### src/rtl/nn_sample_feeder.sv
// nn_sample_feeder: sample store plus training sequencer driving one
// MatMul output-layer stage (forward, error accumulate, backprop).
module nn_sample_feeder #(
  parameter int ADDR_W = 4,
  parameter int PK_W = 7,
  parameter int PK_LEN = 9
) (
  input  logic                     clk,
  input  logic                     reset,
  input  logic                     wr_en,
  input  logic [ADDR_W-1:0]        wr_addr,
  input  logic [PK_W*PK_LEN-1:0]   wr_vec,
  input  logic [PK_W*PK_LEN-1:0]   wr_tgt,
  input  logic                     start,
  input  logic [ADDR_W:0]          num_samples,
  input  logic [7:0]               num_epochs,
  output logic                     busy,
  output logic                     done,
  output logic [PK_W*PK_LEN-1:0]   packed_out,
  output logic                     mult,
  output logic                     backprop,
  output logic                     output_layer,
  input  logic [PK_W*PK_LEN-1:0]   layer_data,
  input  logic                     layer_valid,
  output logic                     layer_ack,
  output logic [15:0]              err_sum,
  output logic [7:0]               epoch_idx,
  output logic [ADDR_W-1:0]        sample_idx
);
  localparam int BW = PK_W * PK_LEN;
  localparam int DEPTH = 1 << ADDR_W;
  localparam logic [ADDR_W:0] NS_ONE = {{ADDR_W{1'b0}}, 1'b1};
  localparam logic [ADDR_W:0] NS_MAX = {1'b1, {ADDR_W{1'b0}}};

  typedef enum logic [3:0] {
    S_IDLE, S_RD, S_LOAD, S_FSTB, S_FWAIT, S_FACK,
    S_BSETUP, S_BSTB, S_BWAIT, S_NEXT, S_DONE
  } state_t;

  state_t state, state_nx;

  logic [2*BW-1:0] mem [DEPTH];
  logic [2*BW-1:0] rd_q;
  logic [BW-1:0]   tgt_r;
  logic [BW-1:0]   data_r;
  logic [ADDR_W:0] ns_r;
  logic [ADDR_W:0] ns_in;
  logic [7:0]      ne_r;
  logic [7:0]      ne_in;
  logic [15:0]     acc;
  logic [15:0]     err_now;
  logic [16:0]     acc_sum;
  logic            last_s;
  logic            last_e;

  // zero counts run once; oversize sample counts clamp to the store
  always_comb begin
    ns_in = num_samples;
    if (num_samples == '0) ns_in = NS_ONE;
    else if (num_samples > NS_MAX) ns_in = NS_MAX;
    ne_in = (num_epochs == 8'd0) ? 8'd1 : num_epochs;
  end

  assign last_s = ({1'b0, sample_idx} == ns_r - NS_ONE);
  assign last_e = (epoch_idx == ne_r - 8'd1);

  always_comb begin : err_calc
    logic [PK_W:0] a, b, d, m;
    err_now = '0;
    a = '0;
    b = '0;
    d = '0;
    m = '0;
    for (int k = 0; k < PK_LEN; k++) begin
      a = {data_r[k*PK_W+PK_W-1], data_r[k*PK_W +: PK_W]};
      b = {tgt_r[k*PK_W+PK_W-1], tgt_r[k*PK_W +: PK_W]};
      d = a - b;
      m = d[PK_W] ? -d : d;
      err_now = err_now + 16'(m);
    end
  end

  assign acc_sum = {1'b0, acc} + {1'b0, err_now};

  always_ff @(posedge clk) begin
    if (reset) state <= S_IDLE;
    else state <= state_nx;
  end

  always_comb begin
    state_nx = state;
    unique case (state)
      S_IDLE:   if (start) state_nx = S_RD;
      S_RD:     state_nx = S_LOAD;
      S_LOAD:   state_nx = S_FSTB;
      S_FSTB:   state_nx = S_FWAIT;
      S_FWAIT:  if (layer_valid) state_nx = S_FACK;
      S_FACK:   state_nx = S_BSETUP;
      S_BSETUP: state_nx = S_BSTB;
      S_BSTB:   state_nx = S_BWAIT;
      S_BWAIT:  if (layer_valid) state_nx = S_NEXT;
      S_NEXT:   state_nx = (last_s && last_e) ? S_DONE : S_RD;
      S_DONE:   state_nx = S_IDLE;
      default:  state_nx = S_IDLE;
    endcase
  end

  // ack lands in the cycle after valid was sampled (FACK / NEXT)
  always_comb begin
    busy = (state != S_IDLE) && (state != S_DONE);
    done = (state == S_DONE);
    mult = (state == S_FSTB);
    backprop = (state == S_BSTB);
    layer_ack = (state == S_FACK) || (state == S_NEXT);
  end

  assign output_layer = 1'b1;

  always_ff @(posedge clk) begin
    if (wr_en && !busy) mem[wr_addr] <= {wr_vec, wr_tgt};
    if (state == S_RD) rd_q <= mem[sample_idx];
  end

  always_ff @(posedge clk) begin
    if (reset) begin
      packed_out <= '0;
      tgt_r <= '0;
      data_r <= '0;
      acc <= '0;
      err_sum <= '0;
      epoch_idx <= '0;
      sample_idx <= '0;
      ns_r <= NS_ONE;
      ne_r <= 8'd1;
    end else begin
      case (state)
        S_IDLE: if (start) begin
          ns_r <= ns_in;
          ne_r <= ne_in;
          sample_idx <= '0;
          epoch_idx <= '0;
          acc <= '0;
        end
        S_LOAD: begin
          packed_out <= rd_q[2*BW-1:BW];
          tgt_r <= rd_q[BW-1:0];
        end
        S_FWAIT: if (layer_valid) data_r <= layer_data;
        S_FACK: begin
          packed_out <= tgt_r;
          acc <= acc_sum[16] ? 16'hFFFF : acc_sum[15:0];
        end
        S_NEXT: begin
          if (last_s) begin
            err_sum <= acc;
            acc <= '0;
            sample_idx <= '0;
            if (last_e) packed_out <= '0;
            else epoch_idx <= epoch_idx + 8'd1;
          end else begin
            sample_idx <= sample_idx + ADDR_W'(1);
          end
        end
        default: ;
      endcase
    end
  end
endmodule

### config.mk
export PLATFORM = sky130hd
export DESIGN_NAME = nn_sample_feeder
export DESIGN_NICKNAME = d
export VERILOG_FILES = /design/src/rtl/nn_sample_feeder.sv
export SDC_FILE = /design/constraint.sdc
export NUM_CORES = 2
export LEC_CHECK = 0
export ABC_AREA = 1
export ABC_CLOCK_PERIOD_IN_PS = 9200
export CAP_MARGIN = 0
export CORE_ASPECT_RATIO = 1.25
export CORE_MARGIN = 3
export CORE_UTILIZATION = 35
export DETAILED_ROUTE_END_ITERATION = 10
export HOLD_SLACK_MARGIN = 0.08
export PLACE_DENSITY = 0.51
export SETUP_SLACK_MARGIN = 0.3
export SLEW_MARGIN = 20
export SYNTH_ARGS = -nofsm -noshare
export SYNTH_HDL_FRONTEND = slang
export SYNTH_SLANG_ARGS = --single-unit
### constraint.sdc
create_clock -name clk -period 9.2 [get_ports clk]
set_clock_uncertainty 0.15 [all_clocks]
set_input_delay 1.38 -clock clk [delete_from_list [all_inputs] [get_ports clk]]
set_output_delay 1.38 -clock clk [all_outputs]
set_load 0.01 [all_outputs]
Yosys cells after proc, flatten, opt, wreduce, memory -nomap -nowiden

Memories as Yosys holds them, arrays and structs flattened. A register that Yosys moved wholly into a read port is not among the register bits.
Index checks and enable logic that the tools add are counted.
W data, S select, Z words.

Bitwise operators: 0
Add/subtract/negate cells: 31
Reduce and logical (&&, ||, !) cells: 20
Shifts and indexed selects: 0
Div/mod/pow operators: 0
$mul: 0
Equal/unequal tests: 19
Magnitude comparators: 1
Multiplexer cells: 33

Operators by type and width:

| cell                 | count |
|---|---|
| $pmux W63 S3         | 1 |
| $mux W63             | 2 |
| $mux W8              | 13 |
| $neg A8 Y8           | 9 |
| $sub A7 B7 Y8        | 9 |
| $mux W16             | 3 |
| $pmux W16 S3         | 1 |
| $pmux W4 S10         | 1 |
| $mux W4              | 6 |
| $add A16 B16 Y17     | 1 |
| $add A15 B8 Y16      | 1 |
| $eq A4 B3 Y1 const B | 4 |
| $pmux W8 S2          | 1 |
| $add A14 B8 Y15      | 1 |
| $add A13 B8 Y14      | 1 |
| $add A12 B8 Y13      | 1 |
| $add A11 B8 Y12      | 1 |
| $eq A4 B4 Y1 const B | 3 |
| $ne A2 B2 Y1 const B | 6 |
| $add A10 B8 Y11      | 1 |
| $add A9 B8 Y10       | 1 |
| $mux W5              | 2 |
| $add A8 B8 Y9        | 1 |
| $reduce_and A3 Y1    | 3 |
| 23 further kinds     | 31 |

Register bits: 250
Bits of input ports: 211
Logic and storage cells: 115
Memories kept: 1
Memory bits (read-only): 0
Bits in latches: 0
Output and inout port bits: 97
RAM bits: 2016

Memory list:

| memory | words | width | read ports | clocked after Yosys merged registers in | write ports | RTL line | text |
|---|---|---|---|---|---|---|---|
| mem    | 16    | 126   | 1          | 1                                       | 1           | 42       | `logic [2*BW-1:0] mem [DEPTH];` |

Longest topological paths before layout

Depth after elaboration: 14
Depth in mapped cells: 35
Mapped depth without buffers: 35

Worst setup path after synthesis

Ideal clock, no wire load.

Path kind: input-to-reg
Start: in wr_en
End: mem mem[10][0] in the netlist's numbering (enable)
Stages on the path: 4
Arrival: 6.991 ns
Required time: 8.437 ns
Setup time: 0.613 ns
Buffers on the path: 0
Setup slack: 1.446 ns
Path through: inv_1 -> nor2_1 -> nand3_1 -> nor2_1

Longest elaborated chain between the ends: 3

Ends and longest elaborated chain:

| what                          | RTL line | text |
|---|---|---|
| start, declared               | 10       | `input logic wr_en,` |
| $logic_and A1 B1 Y1           | 120      | `if (wr_en && !busy) mem[wr_addr] <= {wr_vec, wr_tgt};` |
| $mux W1                       | 120      |  |
| $mux W1 (implied by the code) | 120      |  |
| end, declared                 | 42       |  |

No other way between the ends.

Worst setup path after layout

Start: reg tgt_r[35]
End: reg acc[12]

Longest elaborated chain between the ends: 10

Ends and longest elaborated chain:

| what                   | RTL line | text |
|---|---|---|
| start, declared        | 44       | `logic [BW-1:0] tgt_r;` |
| start signal, assigned | 146      | `tgt_r <= rd_q[BW-1:0];` |
| $sub A7 B7 Y8 *        | 77       | `d = a - b;` |
| $neg A8 Y8             | 78       | `m = d[PK_W] ? -d : d;` |
| $mux W8 *              | 78       |  |
| $add A12 B8 Y13 *      | 79       | `err_now = err_now + 16'(m);` |
| $add A13 B8 Y14 *      | 79       |  |
| $add A14 B8 Y15 *      | 79       |  |
| $add A15 B8 Y16 *      | 79       |  |
| $add A16 B16 Y17 *     | 83       | `assign acc_sum = {1'b0, acc} + {1'b0, err_now};` |
| $mux W16 *             | 151      | `acc <= acc_sum[16] ? 16'hFFFF : acc_sum[15:0];` |
| $pmux W16 S3 *         | 136      | `case (state)` |
| end signal, assigned   | 151      |  |
| end, declared          | 50       | `logic [15:0] acc;` |

Every way passes the cells marked *; elsewhere a longest branch is shown, timed or not.
A chain may end at the register's enable or synchronous reset.

==> out/metrics.yaml <==
status: "finished clean"
worst-path-max-fanout: 15
grt_use_met3: 0.04038
die_w_um: 478.6
dr.pass1.iters: 6
slew_violations: 0
syn-num-nets: 8363
crit-reg2reg-launch: "tgt_r[35]"
grt_max_degree: 197
cts_max_level: 4
postCtsSetupBuffers: 0
hpwl_um: 174900
drc: 0
slew_headroom: 0.1932
drv_cap: 0
synth_edf_count: 2142
core_sq_mm: 0.2773
grt-ovfl-total: 0
grt_pass1_wl_um: 446300
antenna_found_initial: 75
postCtsResizedCells: 0
grt_setup_unrepaired: "no"
n_fill_cell: 26170
ys_types: 43
hp-class: "flip-flop to flip-flop"
postCtsHoldBufs: 0
die_area_sq_mm: 0.2856
critical_path_class: "flip-flop to flip-flop"
p_leak_nw: 37.75
start_util: 0.3524
grt.busiest_layer: "met2"
holdPathEnd: "data_r[35]"
placementRows: 216
critPathCaptureType: "flip-flop"
place_inst: 11580
worst_pin_slew_ns: 1.198
synth_async_sr_flop_share: 0
fin_crit_ns: 7.026
min-delay-start: "data_r[35]"
layout-drive-gt1-share: 0.06123
path_clk_slew_ns: 0.06
use_met2: 0.3441
nets: 8505
clk_latency_ns: 0.90
yosysWarningCount: 0
clk_path_buf_depth: 4
synth_area_sq_mm: 0.09772
gp_congestion: 0.8701
layout-area-overhead-vs-synth_pct: 15.02
whs_ns: 0.3076
ys_ff_latch: 2392
tns_ns: 0
drtAntennaViolNets: 0
post_drt_wl_per_cell_um: 25.69
port_buffers: 306
worstPathArrival_ns: 7.61
synth_cells: 7980
routed_via_density: 5.406
r2r_setup_slack_ns: 2.17
ys_seq_area_frac: 0.7094
ir_drop_uv: 2100
root_buffer: "clkbuf_16"
synth_ff_type: "edfxtp_1"
setup_viol_count_final: 0
cts_inserted_buffers: 246
vias: 65140
max_freq_mhz: 142.3
io_pins: 308
grt_usage: 0.2108
clkSinkCount: 2392
holdPathStages: 2
first_global_vias: 62550
worstRegToRegCells: 27
use_met1: 0.2855
die_y_um: 596.8
drt_iter0_drc: 5967
fin_crit_sh: 0.7637
final_cells: 12050
hold_viol: 0
powerDensity_mw_per_mm2: 305.2
cp.required_ns: 9.79
cts_tree: "done"
start_kind: "flip-flop"
syn_area_per_cell_sq_um: 12.25
regToRegEndpoint: "acc[12]"
drt-total-wl_um: 309600
## kinds of logic (layout without fill, tap and decap cells)
| family | count (synthesis) | count (layout) | share of synthesized area |
|---|---|---|---|
| adder cells (fa/ha/maj) | 172 | 172 | 0.02740 |
| AO/OA/AOI/OAI | 2244 | 2244 | 0.1312 |
| multiplexers | 12 | 12 | 0.001229 |
| other | 1 | 32 | 0.00003837 |
| XOR/XNOR | 69 | 69 | 0.006184 |
| buffers and inverters | 873 | 1206 | 0.03452 |
| flip-flops | 2392 | 2392 | 0.7094 |
| AND/OR/NAND/NOR | 2217 | 2217 | 0.09004 |
## worst max-delay path, stage by stage, from the launching register on
cell     delay (ns)
dfxtp_1        0.36
ha_1           0.15
inv_1          0.06
fa_1           0.40
a21oi_1        0.13
o21ai_0        0.15
xor2_1         0.22
nor3_1         0.20
nand3_1        0.13
nor2_1         0.10
nand2_1        0.09
fa_1           0.55
inv_1          0.07
fa_1           0.49
fa_1           0.51
fa_1           0.49
inv_1          0.05
fa_1           0.47
inv_1          0.04
ha_1           0.33
a21oi_1        0.17
o21ai_0        0.15
inv_1          0.08
nand2_1        0.09
a21oi_1        0.82
o21ai_0        0.24
nand2_1        0.11
a21oi_1        0.06
## layer usage
layer | share of wire | vias up
li1 | - | 29470
met1 | 0.43 | 33050
met2 | 0.47 | 2105
met3 | 0.068 | 482
met4 | 0.029 | 38
met5 | 0.00082 | -
## cell usage after synthesis (2+ instances only)
library cell,count,area share
edfxtp_1,2142,0.66
o21ai_0,1300,0.067
nor2_1,1275,0.049
nand2_1,605,0.023
clkbuf_1,448,0.017
inv_1,338,0.013
o22ai_1,313,0.020
nand3_1,284,0.015
a21oi_1,282,0.014
dfxtp_1,250,0.051
o221ai_1,230,0.021
ha_1,102,0.013
o211ai_1,72,0.0055
fa_1,70,0.014
buf_2,50,0.0026
xor2_1,43,0.0039
buf_1,28,0.0011
xnor2_1,26,0.0023
nor3_1,23,0.0012
mux2i_1,12,0.0012
or2_2,12,0.00077
o32ai_1,11,0.00099
o21bai_1,10,0.00077
a22o_1,9,0.00081
nand4_1,6,0.00038
buf_6,4,0.00046
inv_2,4,0.00015
nand3b_1,4,0.00031
o31ai_1,4,0.00031
a21o_1,3,0.00023
a31oi_1,3,0.00019
o21a_1,3,0.00023
nor2_2,2,0.00013
nor2_4,2,0.00023
nor3b_1,2,0.00015
## through the flow
step	power, mW	area (sq um)	setup WS [ns]	utilization
2_1_floorplan	22.54	97720	1.446	-
3_3_place_gp	24.93	104800	2.122	0.3778
3_5_place_dp	25.02	104800	2.281	0.3778
4_1_cts	34.51	112300	2.252	0.4050
5_1_grt	36.02	112300	1.648	0.4052
6_report	34.31	112400	2.174	0.4054
## cells in the final DEF, fill, tap and decap left out, types with 8 or more instances in the layout
cell             instances
nand2_1                603
nor3_1                  23
inv_1                  334
buf_12                  27
dfxtp_1                246
o211ai_1                72
a22o_1                   9
edfxtp_1              2142
clkinvlp_4               8
buf_4                   93
clkbuf_16              247
fa_1                    70
xnor2_1                 26
nor2_1                1256
xor2_1                  43
clkdlybuf4s50_1        304
o32ai_1                 11
o22ai_1                310
clkinv_1                44
clkinv_2                45
nand3_1                284
bufinv_16               16
o21ai_0               1300
diode_2                 31
o221ai_1               230
a21oi_1                282
or2_2                   12
mux2i_1                 12
clkbuf_1                61
o21bai_1                10
nor2_4                  21
ha_1                   102
## flip-flops by register name, indices dropped and copies added (netlist names)
name,flops
state,4
ns_r,5
sample_idx,4
ne_r,8
err_sum,16
mem,2016
epoch_idx,8
data_r,63
acc,16
packed_out,63
rd_q,126
tgt_r,63
## power breakdown
group,leakage [nW],total (mW),internal (mW),switching (mW)
registers,21.4,12.2,12.1,0.125
logic,12.7,12.6,5.01,7.54
clock network,3.68,9.54,5.38,4.16
total,37.8,34.3,22.5,11.8
## worst max-delay path by stage
stage | start | depth (start not counted) | end
after floorplan | wr_en | 4 | mem[10][0]
after global placement | tgt_r[44] | 29 | acc[3]
after detailed placement | tgt_r[35] | 27 | acc[12]
after CTS | tgt_r[35] | 27 | acc[12]
after global routing | tgt_r[16] | 27 | acc[12]
final | tgt_r[35] | 27 | acc[12]
## layout make-up
class | count | area (sq um) | area share
Clock inverter | 127 | 1076 | 0.009573
Tap cell | 3706 | 4637 | 0.04125
Antenna cell | 31 | 77.57 | 0.0006902
Timing Repair Buffer | 425 | 4287 | 0.03814
Inverter | 342 | 1325 | 0.01179
Sequential cell | 2392 | 69340 | 0.6169
Multi-Input combinational cell | 4715 | 25190 | 0.2241
Clock buffer | 312 | 6465 | 0.05752
Note: power is estimated with default switching activity, not from simulation.
